==> src/rtl/axi_pw_bit_cfg_arb.sv <==
// Round-robin AXI write sequencer that shares the axi_pw_bit register port among NUM_OUTPUTS
// channel requesters. It issues one AW, then W, then B at a time and reports failed responses.
module axi_pw_bit_cfg_arb #(
  parameter int unsigned AXI_ID_WIDTH   = 1,
  parameter int unsigned AXI_DATA_WIDTH = 32,
  parameter int unsigned AXI_ADDR_WIDTH = 8,
  parameter int unsigned NUM_OUTPUTS    = 4,
  parameter int unsigned REGS_PER_CH    = 8,
  parameter int unsigned B_TIMEOUT      = 64,
  localparam int unsigned CH_W  = (NUM_OUTPUTS > 1) ? $clog2(NUM_OUTPUTS) : 1,
  localparam int unsigned REG_W = (REGS_PER_CH > 1) ? $clog2(REGS_PER_CH) : 1
) (
  input  logic                            aclk,
  input  logic                            areset,

  input  logic [NUM_OUTPUTS-1:0]          req_valid,
  output logic [NUM_OUTPUTS-1:0]          req_ready,
  input  logic [NUM_OUTPUTS*REG_W-1:0]    req_reg,
  input  logic [NUM_OUTPUTS*AXI_DATA_WIDTH-1:0] req_data,

  output logic                            busy,
  output logic                            err_valid,
  output logic [CH_W-1:0]                 err_ch,
  output logic [1:0]                      err_resp,

  output logic [AXI_ID_WIDTH-1:0]         m_axi_awid,
  output logic [AXI_ADDR_WIDTH-1:0]       m_axi_awaddr,
  output logic [2:0]                      m_axi_awprot,
  output logic                            m_axi_awvalid,
  input  logic                            m_axi_awready,
  output logic [AXI_DATA_WIDTH-1:0]       m_axi_wdata,
  output logic [AXI_DATA_WIDTH/8-1:0]     m_axi_wstrb,
  output logic                            m_axi_wvalid,
  input  logic                            m_axi_wready,
  input  logic [AXI_ID_WIDTH-1:0]         m_axi_bid,
  input  logic [1:0]                      m_axi_bresp,
  input  logic                            m_axi_bvalid,
  output logic                            m_axi_bready
);

  localparam int unsigned CNT_W = $clog2(B_TIMEOUT + 1);

  localparam logic [1:0] StIdle = 2'd0;
  localparam logic [1:0] StAw   = 2'd1;
  localparam logic [1:0] StW    = 2'd2;
  localparam logic [1:0] StB    = 2'd3;

  logic [1:0]                state_q, state_d;
  logic [CH_W-1:0]           ptr_q, ptr_d;
  logic [CH_W-1:0]           gnt_q, gnt_d;
  logic [AXI_ADDR_WIDTH-1:0] addr_q, addr_d;
  logic [AXI_DATA_WIDTH-1:0] data_q, data_d;
  logic [CNT_W-1:0]          cnt_q, cnt_d;
  logic                      err_valid_q, err_valid_d;
  logic [CH_W-1:0]           err_ch_q, err_ch_d;
  logic [1:0]                err_resp_q, err_resp_d;

  logic                      gnt_found;
  logic [CH_W-1:0]           gnt_idx;
  logic [REG_W-1:0]          sel_reg;
  logic [AXI_DATA_WIDTH-1:0] sel_data;
  logic [AXI_ADDR_WIDTH-1:0] sel_addr;
  logic [NUM_OUTPUTS-1:0]    rdy_c;
  logic [CNT_W-1:0]          cnt_inc;
  logic                      unused_bid;

  assign unused_bid = ^m_axi_bid;

  // First requester at or above the pointer, wrapping modulo NUM_OUTPUTS.
  always_comb begin
    int unsigned cand;
    gnt_found = 1'b0;
    gnt_idx   = '0;
    cand      = 0;
    for (int k = 0; k < NUM_OUTPUTS; k++) begin
      cand = 32'(ptr_q) + 32'(k);
      if (cand >= NUM_OUTPUTS) begin
        cand = cand - NUM_OUTPUTS;
      end
      if (!gnt_found && req_valid[CH_W'(cand)]) begin
        gnt_found = 1'b1;
        gnt_idx   = CH_W'(cand);
      end
    end
  end

  always_comb begin
    sel_reg  = req_reg[32'(gnt_idx) * REG_W +: REG_W];
    sel_data = req_data[32'(gnt_idx) * AXI_DATA_WIDTH +: AXI_DATA_WIDTH];
    sel_addr = AXI_ADDR_WIDTH'((32'(gnt_idx) * REGS_PER_CH + 32'(sel_reg)) * 4);
  end

  assign cnt_inc = cnt_q + CNT_W'(1);

  always_comb begin
    state_d     = state_q;
    ptr_d       = ptr_q;
    gnt_d       = gnt_q;
    addr_d      = addr_q;
    data_d      = data_q;
    cnt_d       = cnt_q;
    err_valid_d = 1'b0;
    err_ch_d    = err_ch_q;
    err_resp_d  = err_resp_q;
    rdy_c       = '0;

    case (state_q)
      StIdle: begin
        if (gnt_found) begin
          rdy_c[gnt_idx] = 1'b1;
          gnt_d          = gnt_idx;
          addr_d         = sel_addr;
          data_d         = sel_data;
          ptr_d          = (gnt_idx == CH_W'(NUM_OUTPUTS - 1)) ? '0 : gnt_idx + CH_W'(1);
          state_d        = StAw;
        end
      end
      StAw: begin
        if (m_axi_awready) begin
          state_d = StW;
        end
      end
      StW: begin
        if (m_axi_wready) begin
          state_d = StB;
          cnt_d   = '0;
        end
      end
      StB: begin
        if (m_axi_bvalid) begin
          cnt_d   = '0;
          state_d = StIdle;
          if (m_axi_bresp != 2'b00) begin
            err_valid_d = 1'b1;
            err_ch_d    = gnt_q;
            err_resp_d  = m_axi_bresp;
          end
        end else if (32'(cnt_inc) == B_TIMEOUT) begin
          cnt_d       = '0;
          state_d     = StIdle;
          err_valid_d = 1'b1;
          err_ch_d    = gnt_q;
          err_resp_d  = 2'b11;
        end else begin
          cnt_d = cnt_inc;
        end
      end
      default: state_d = StIdle;
    endcase
  end

  always_ff @(posedge aclk or posedge areset) begin
    if (areset) begin
      state_q     <= StIdle;
      ptr_q       <= '0;
      gnt_q       <= '0;
      addr_q      <= '0;
      data_q      <= '0;
      cnt_q       <= '0;
      err_valid_q <= 1'b0;
      err_ch_q    <= '0;
      err_resp_q  <= '0;
    end else begin
      state_q     <= state_d;
      ptr_q       <= ptr_d;
      gnt_q       <= gnt_d;
      addr_q      <= addr_d;
      data_q      <= data_d;
      cnt_q       <= cnt_d;
      err_valid_q <= err_valid_d;
      err_ch_q    <= err_ch_d;
      err_resp_q  <= err_resp_d;
    end
  end

  // Reset is asynchronous, so the accept pulse must not leak out while it is held.
  assign req_ready     = areset ? '0 : rdy_c;
  assign busy          = (state_q != StIdle);
  assign err_valid     = err_valid_q;
  assign err_ch        = err_ch_q;
  assign err_resp      = err_resp_q;

  assign m_axi_awid    = '0;
  assign m_axi_awprot  = 3'b000;
  assign m_axi_awaddr  = addr_q;
  assign m_axi_awvalid = (state_q == StAw);
  assign m_axi_wdata   = data_q;
  assign m_axi_wstrb   = '1;
  assign m_axi_wvalid  = (state_q == StW);
  assign m_axi_bready  = (state_q == StB);

  a_aw_w_exclusive : assert property (@(posedge aclk) disable iff (areset)
    !(m_axi_awvalid && m_axi_wvalid));
  a_ready_onehot : assert property (@(posedge aclk) disable iff (areset)
    $onehot0(req_ready));
  a_aw_stable : assert property (@(posedge aclk) disable iff (areset)
    (m_axi_awvalid && !m_axi_awready) |=> (m_axi_awvalid && $stable(m_axi_awaddr)));

endmodule

==> config.mk <==
export PLATFORM = sky130hd
export DESIGN_NAME = axi_pw_bit_cfg_arb
export DESIGN_NICKNAME = d
export VERILOG_FILES = /design/src/rtl/axi_pw_bit_cfg_arb.sv
export SDC_FILE = /design/constraint.sdc
export NUM_CORES = 1
export LEC_CHECK = 0
export ABC_AREA = 1
export ABC_CLOCK_PERIOD_IN_PS = 2100
export BUFFER_PORTS_ARGS = -buffer_cell sky130_fd_sc_hd__buf_2
export CORE_ASPECT_RATIO = 2
export CORE_MARGIN = 2
export CORE_UTILIZATION = 25
export DETAILED_ROUTE_END_ITERATION = 7
export GPL_ROUTABILITY_DRIVEN = 0
export PLACE_DENSITY = 0.53
export SKIP_LAST_GASP = 1
export SLEW_MARGIN = 20
export SYNTH_ARGS = -nofsm -noshare
export SYNTH_HDL_FRONTEND = slang
export SYNTH_SLANG_ARGS = --single-unit
==> constraint.sdc <==
create_clock -name aclk -period 2.1 [get_ports aclk]
set_clock_uncertainty 0.05 [all_clocks]
set_input_delay 0 -clock aclk [delete_from_list [all_inputs] [get_ports aclk]]
set_output_delay 0 -clock aclk [all_outputs]
set_load 0.05 [all_outputs]
==> reports/metrics.json <==
{
  "status": {
    "run_status": "finished with violations",
    "failed_checks": "setup timing"
  },
  "final_layout": {
    "final_layout_size_suffix_gt1_share_pct": 35.4,
    "layout-area-overhead-vs-synth_pct": 67.5,
    "final_area_sq_mm": 0.00702,
    "antennaDiodeCount": 0,
    "nNetsFinal": 1084
  },
  "synth": {
    "synth_simple_gate_area_share_pct": 46.5,
    "synthAdderAreaFrac_pct": 2.09,
    "synth.largest_area_cell": "sky130_fd_sc_hd__dfrtp_1",
    "largest_family_of_logic_cells_by_synthesized_area": "simple AND/OR/NAND/NOR gates",
    "synthTopCellsByCount": "sky130_fd_sc_hd__nand2_1 (195), sky130_fd_sc_hd__nand3_1 (118), sky130_fd_sc_hd__inv_1 (99)",
    "post-synth-top-count-cell": "sky130_fd_sc_hd__nand2_1",
    "synth-main-ff-cell": "sky130_fd_sc_hd__dfrtp_1",
    "async_flop_share_pct": 100,
    "complex_gate_fraction_of_the_synthesized_area_pct": 2.66,
    "synth.top_cells.by_area": "sky130_fd_sc_hd__dfrtp_1 (32%), sky130_fd_sc_hd__nand2_1 (17%), sky130_fd_sc_hd__nand3_1 (14%), sky130_fd_sc_hd__nand4_1 (11%), sky130_fd_sc_hd__inv_1 (8.9%)",
    "synth_xor_area_share_pct": 0.626,
    "mappedNetlistArea_sq_mm": 0.00419,
    "yosysTopAreaCellShare_pct": 31.6,
    "postSynthRegisterBits": 53,
    "netlist_instances": 652,
    "synth_area_per_cell_sq_um": 6.43,
    "synth_edf_count": 0,
    "synth_sequential_area_ratio_pct": 31.6,
    "synth.mux.area_fraction_pct": 0,
    "netlist-cell-type-count": 32,
    "synth-warning-count": 0
  },
  "clock_tree": {
    "cts_root_buffer": "sky130_fd_sc_hd__clkbuf_16",
    "tritoncts_clock_tree": "done",
    "clock_insertion_delay_worst_skew_ns": 0.30,
    "htree_num_levels": 2,
    "cts.sinks": 53,
    "cts_buffers": 5,
    "clk_pin_slew_worst_paths_ns": 0.08,
    "ctsLongestPathBuffers": 2
  },
  "floorplan": {
    "starting_density_of_the_core_pct": 25.3,
    "die_height_microns": 187,
    "dieArea_sq_mm": 0.0179,
    "die-width_microns": 95.6,
    "ports": 213,
    "coreArea_sq_mm": 0.0166,
    "rows": 67
  },
  "detailed_routing": {
    "remaining_drc_errors": 0,
    "post_drt_via_cell_ratio": 4.89,
    "met2_wirelength_microns": 9410,
    "final_ant_viol_nets": 0,
    "dr_total_vias": 5541,
    "detail_route.wirelength.met1_microns": 7210,
    "dr_wl_met3_microns": 1560,
    "detailedRoute.firstIterationViolations": 259,
    "maxUsedRoutingLayer": "met4",
    "wl_microns": 18700,
    "drt_pre_antenna_iters": 5,
    "routed_wire_length_per_instance_microns": 16.5
  },
  "min_path": {
    "min_path_type": "primary input to flip-flop",
    "holdPathStages": 5
  },
  "placed_design": {
    "port_buffers": 200,
    "post-dp-hpwl_microns": 10600,
    "place_area_sq_mm": 0.00549,
    "pre_cts_slack_ns": 0.00188
  },
  "setup_path": {
    "critical_path_class": "flip-flop to flip-flop",
    "slowest_stage": "sky130_fd_sc_hd__dfrtp_2",
    "reg2reg_depth": 14,
    "worst_ep_required_time_ns": 2.28,
    "crit_chain": "buf_6, nand2_4, nand3_2, nand2_2, nor2_4, nand3_4, nand3_4, buf_4, buf_8, clkbuf_16, nand2_1, nand2_1, nand3_1, nand3_1",
    "crit_path_start_kind": "flip-flop",
    "critPathMaxStageDelay_ns": 0.49,
    "critical_path.top_delay_family": "simple AND/OR/NAND/NOR gates",
    "logic_depth_of_the_worst_path_buffers_included": 14,
    "cp.arrival_ns": 2.41,
    "kind_of_end_point_of_the_critical_path": "flip-flop",
    "critPathBufInv": 4,
    "timing.critical_path.fanout_max": 9
  },
  "sta": {
    "worst_setup_margin_ns": -0.129,
    "fmaxAchievable_ghz": 0.449,
    "slew-limit-headroom_pct": 50.5,
    "grt_setup_unrepaired": "true",
    "slew_violations": 0,
    "timing_hold_violations_final": 0,
    "slew_worst_pin_ns": 0.742,
    "period_minus_slack_ns": 2.23,
    "setup_viol": 36,
    "finalHoldWorstSlack_ns": 0.00292,
    "final_critical_path_share_of_the_clock_period_pct": 106,
    "setup_tns_final_ns": -2.44
  },
  "pwr": {
    "ir_worst_vdd_v": 0.00111,
    "cellLeakagePower_nw": 3.86,
    "power_density_mw_per_mm2": 2070
  },
  "grt": {
    "number_of_antenna_violations_at_the_first_check_in_global_routing": 0,
    "grt_pass1_wl_microns": 24600,
    "globalRoute.totalOverflow": 0,
    "global_route.usage.total_pct": 16.8,
    "vias_in_the_first_global_route": 5281,
    "grt_start_max_net_pins": 71
  },
  "run": {
    "max_cap_violations": 0
  }
}
routing by layer:
layer | track usage (%) | up-vias
met1 | 20.8 | 2513
met5 | 0 | -
li1 | - | 2667
met4 | 5.11 | 0
met2 | 29.1 | 323
met3 | 3.06 | 38
through the flow:
step | power (W) | utilization (%) | cells
after floorplan | 0.00791 | - | 661
after global placement | 0.0104 | 33.1 | 1034
after detailed placement | 0.0104 | 33.1 | 1034
after CTS | 0.0122 | 38.6 | 1108
after global routing | 0.0155 | 42.3 | 1133
final | 0.0146 | 42.3 | 1133
what timing repair did:
action	CTS	global route
resized for setup	29	49
buffers inserted	15	7
hold buffers	50	0
cloned	1	19
pin swaps	14	13
endpoints found under the setup margin	7	45
hold endpoints to repair	36	0
sequential cells by signal, indices dropped and copies added, names as in the netlist:
name	cells
state_q	2
err_valid	1
err_resp	2
err_ch	2
gnt_q	1
cnt_q	7
m_axi_wdata	32
ptr_q	2
m_axi_awaddr	4
power breakdown:
part	internal (W)	total, W	switching (W)
sequential	0.00152	0.00183	0.000308
clock	0.000566	0.000992	0.000425
combinational	0.00448	0.0117	0.00726
total	0.00656	0.0146	0.00799
final timing paths:
check                                            start                          end  slack, ns
max in group asynchronous                       areset         ptr_q[0]$_DFFE_PP0P_       0.96
min reg2reg                m_axi_wdata[25]$_DFFE_PP0P_  m_axi_wdata[25]$_DFFE_PP0P_       0.44
min in group asynchronous                       areset   m_axi_wdata[7]$_DFFE_PP0P_       0.52
max reg2reg                       ptr_q[0]$_DFFE_PP0P_  m_axi_awaddr[2]$_DFFE_PP0P_      -0.13
min                                       req_data[12]  m_axi_wdata[12]$_DFFE_PP0P_      0.003
max                               ptr_q[0]$_DFFE_PP0P_  m_axi_awaddr[2]$_DFFE_PP0P_      -0.13
layout make-up:
| type | instances | area [sq um] |
|---|---|---|
| Tap cell | 207 | 259 |
| Inverter | 102 | 388 |
| Fill cell | 1666 | 9570 |
| Timing Repair Buffer | 311 | 2420 |
| Clock buffer | 5 | 125 |
| Sequential cell | 53 | 1330 |
| Timing Repair inverter | 1 | 7.51 |
| Multi-Input combinational cell | 451 | 2440 |
| Clock inverter | 3 | 46.3 |
tightest hold or removal path: stages:
cell and delay, ns:
sky130_fd_sc_hd__buf_2 0.07, sky130_fd_sc_hd__nand2_1 0.04, sky130_fd_sc_hd__nand2_1 0.05, sky130_fd_sc_hd__nand3_1 0.07, sky130_fd_sc_hd__nand3_1 0.07
kinds of logic (layout without fill, tap and decap cells):
group | after synthesis | after routing
AOI/OAI and AO/OA | 20 | 20
buffers and inverters | 157 | 422
xor gates and xnor gates | 3 | 3
and+or+nand+nor | 410 | 410
other | 2 | 11
adders and majority gates | 7 | 7
DFF | 53 | 53
cells in the final DEF (no fill, tap or decap), types with 11 or more instances in the layout:
cell type,count
sky130_fd_sc_hd__clkbuf_16,17
sky130_fd_sc_hd__nand2_1,180
sky130_fd_sc_hd__buf_12,12
sky130_fd_sc_hd__dfrtp_1,51
sky130_fd_sc_hd__buf_6,12
sky130_fd_sc_hd__nand3_2,14
sky130_fd_sc_hd__buf_2,196
sky130_fd_sc_hd__conb_1,11
sky130_fd_sc_hd__nand2_2,15
sky130_fd_sc_hd__buf_4,24
sky130_fd_sc_hd__nand3_1,101
sky130_fd_sc_hd__nand4_1,73
sky130_fd_sc_hd__inv_1,95
sky130_fd_sc_hd__dlygate4sd3_1,50
(Power assumes the default switching activity.)
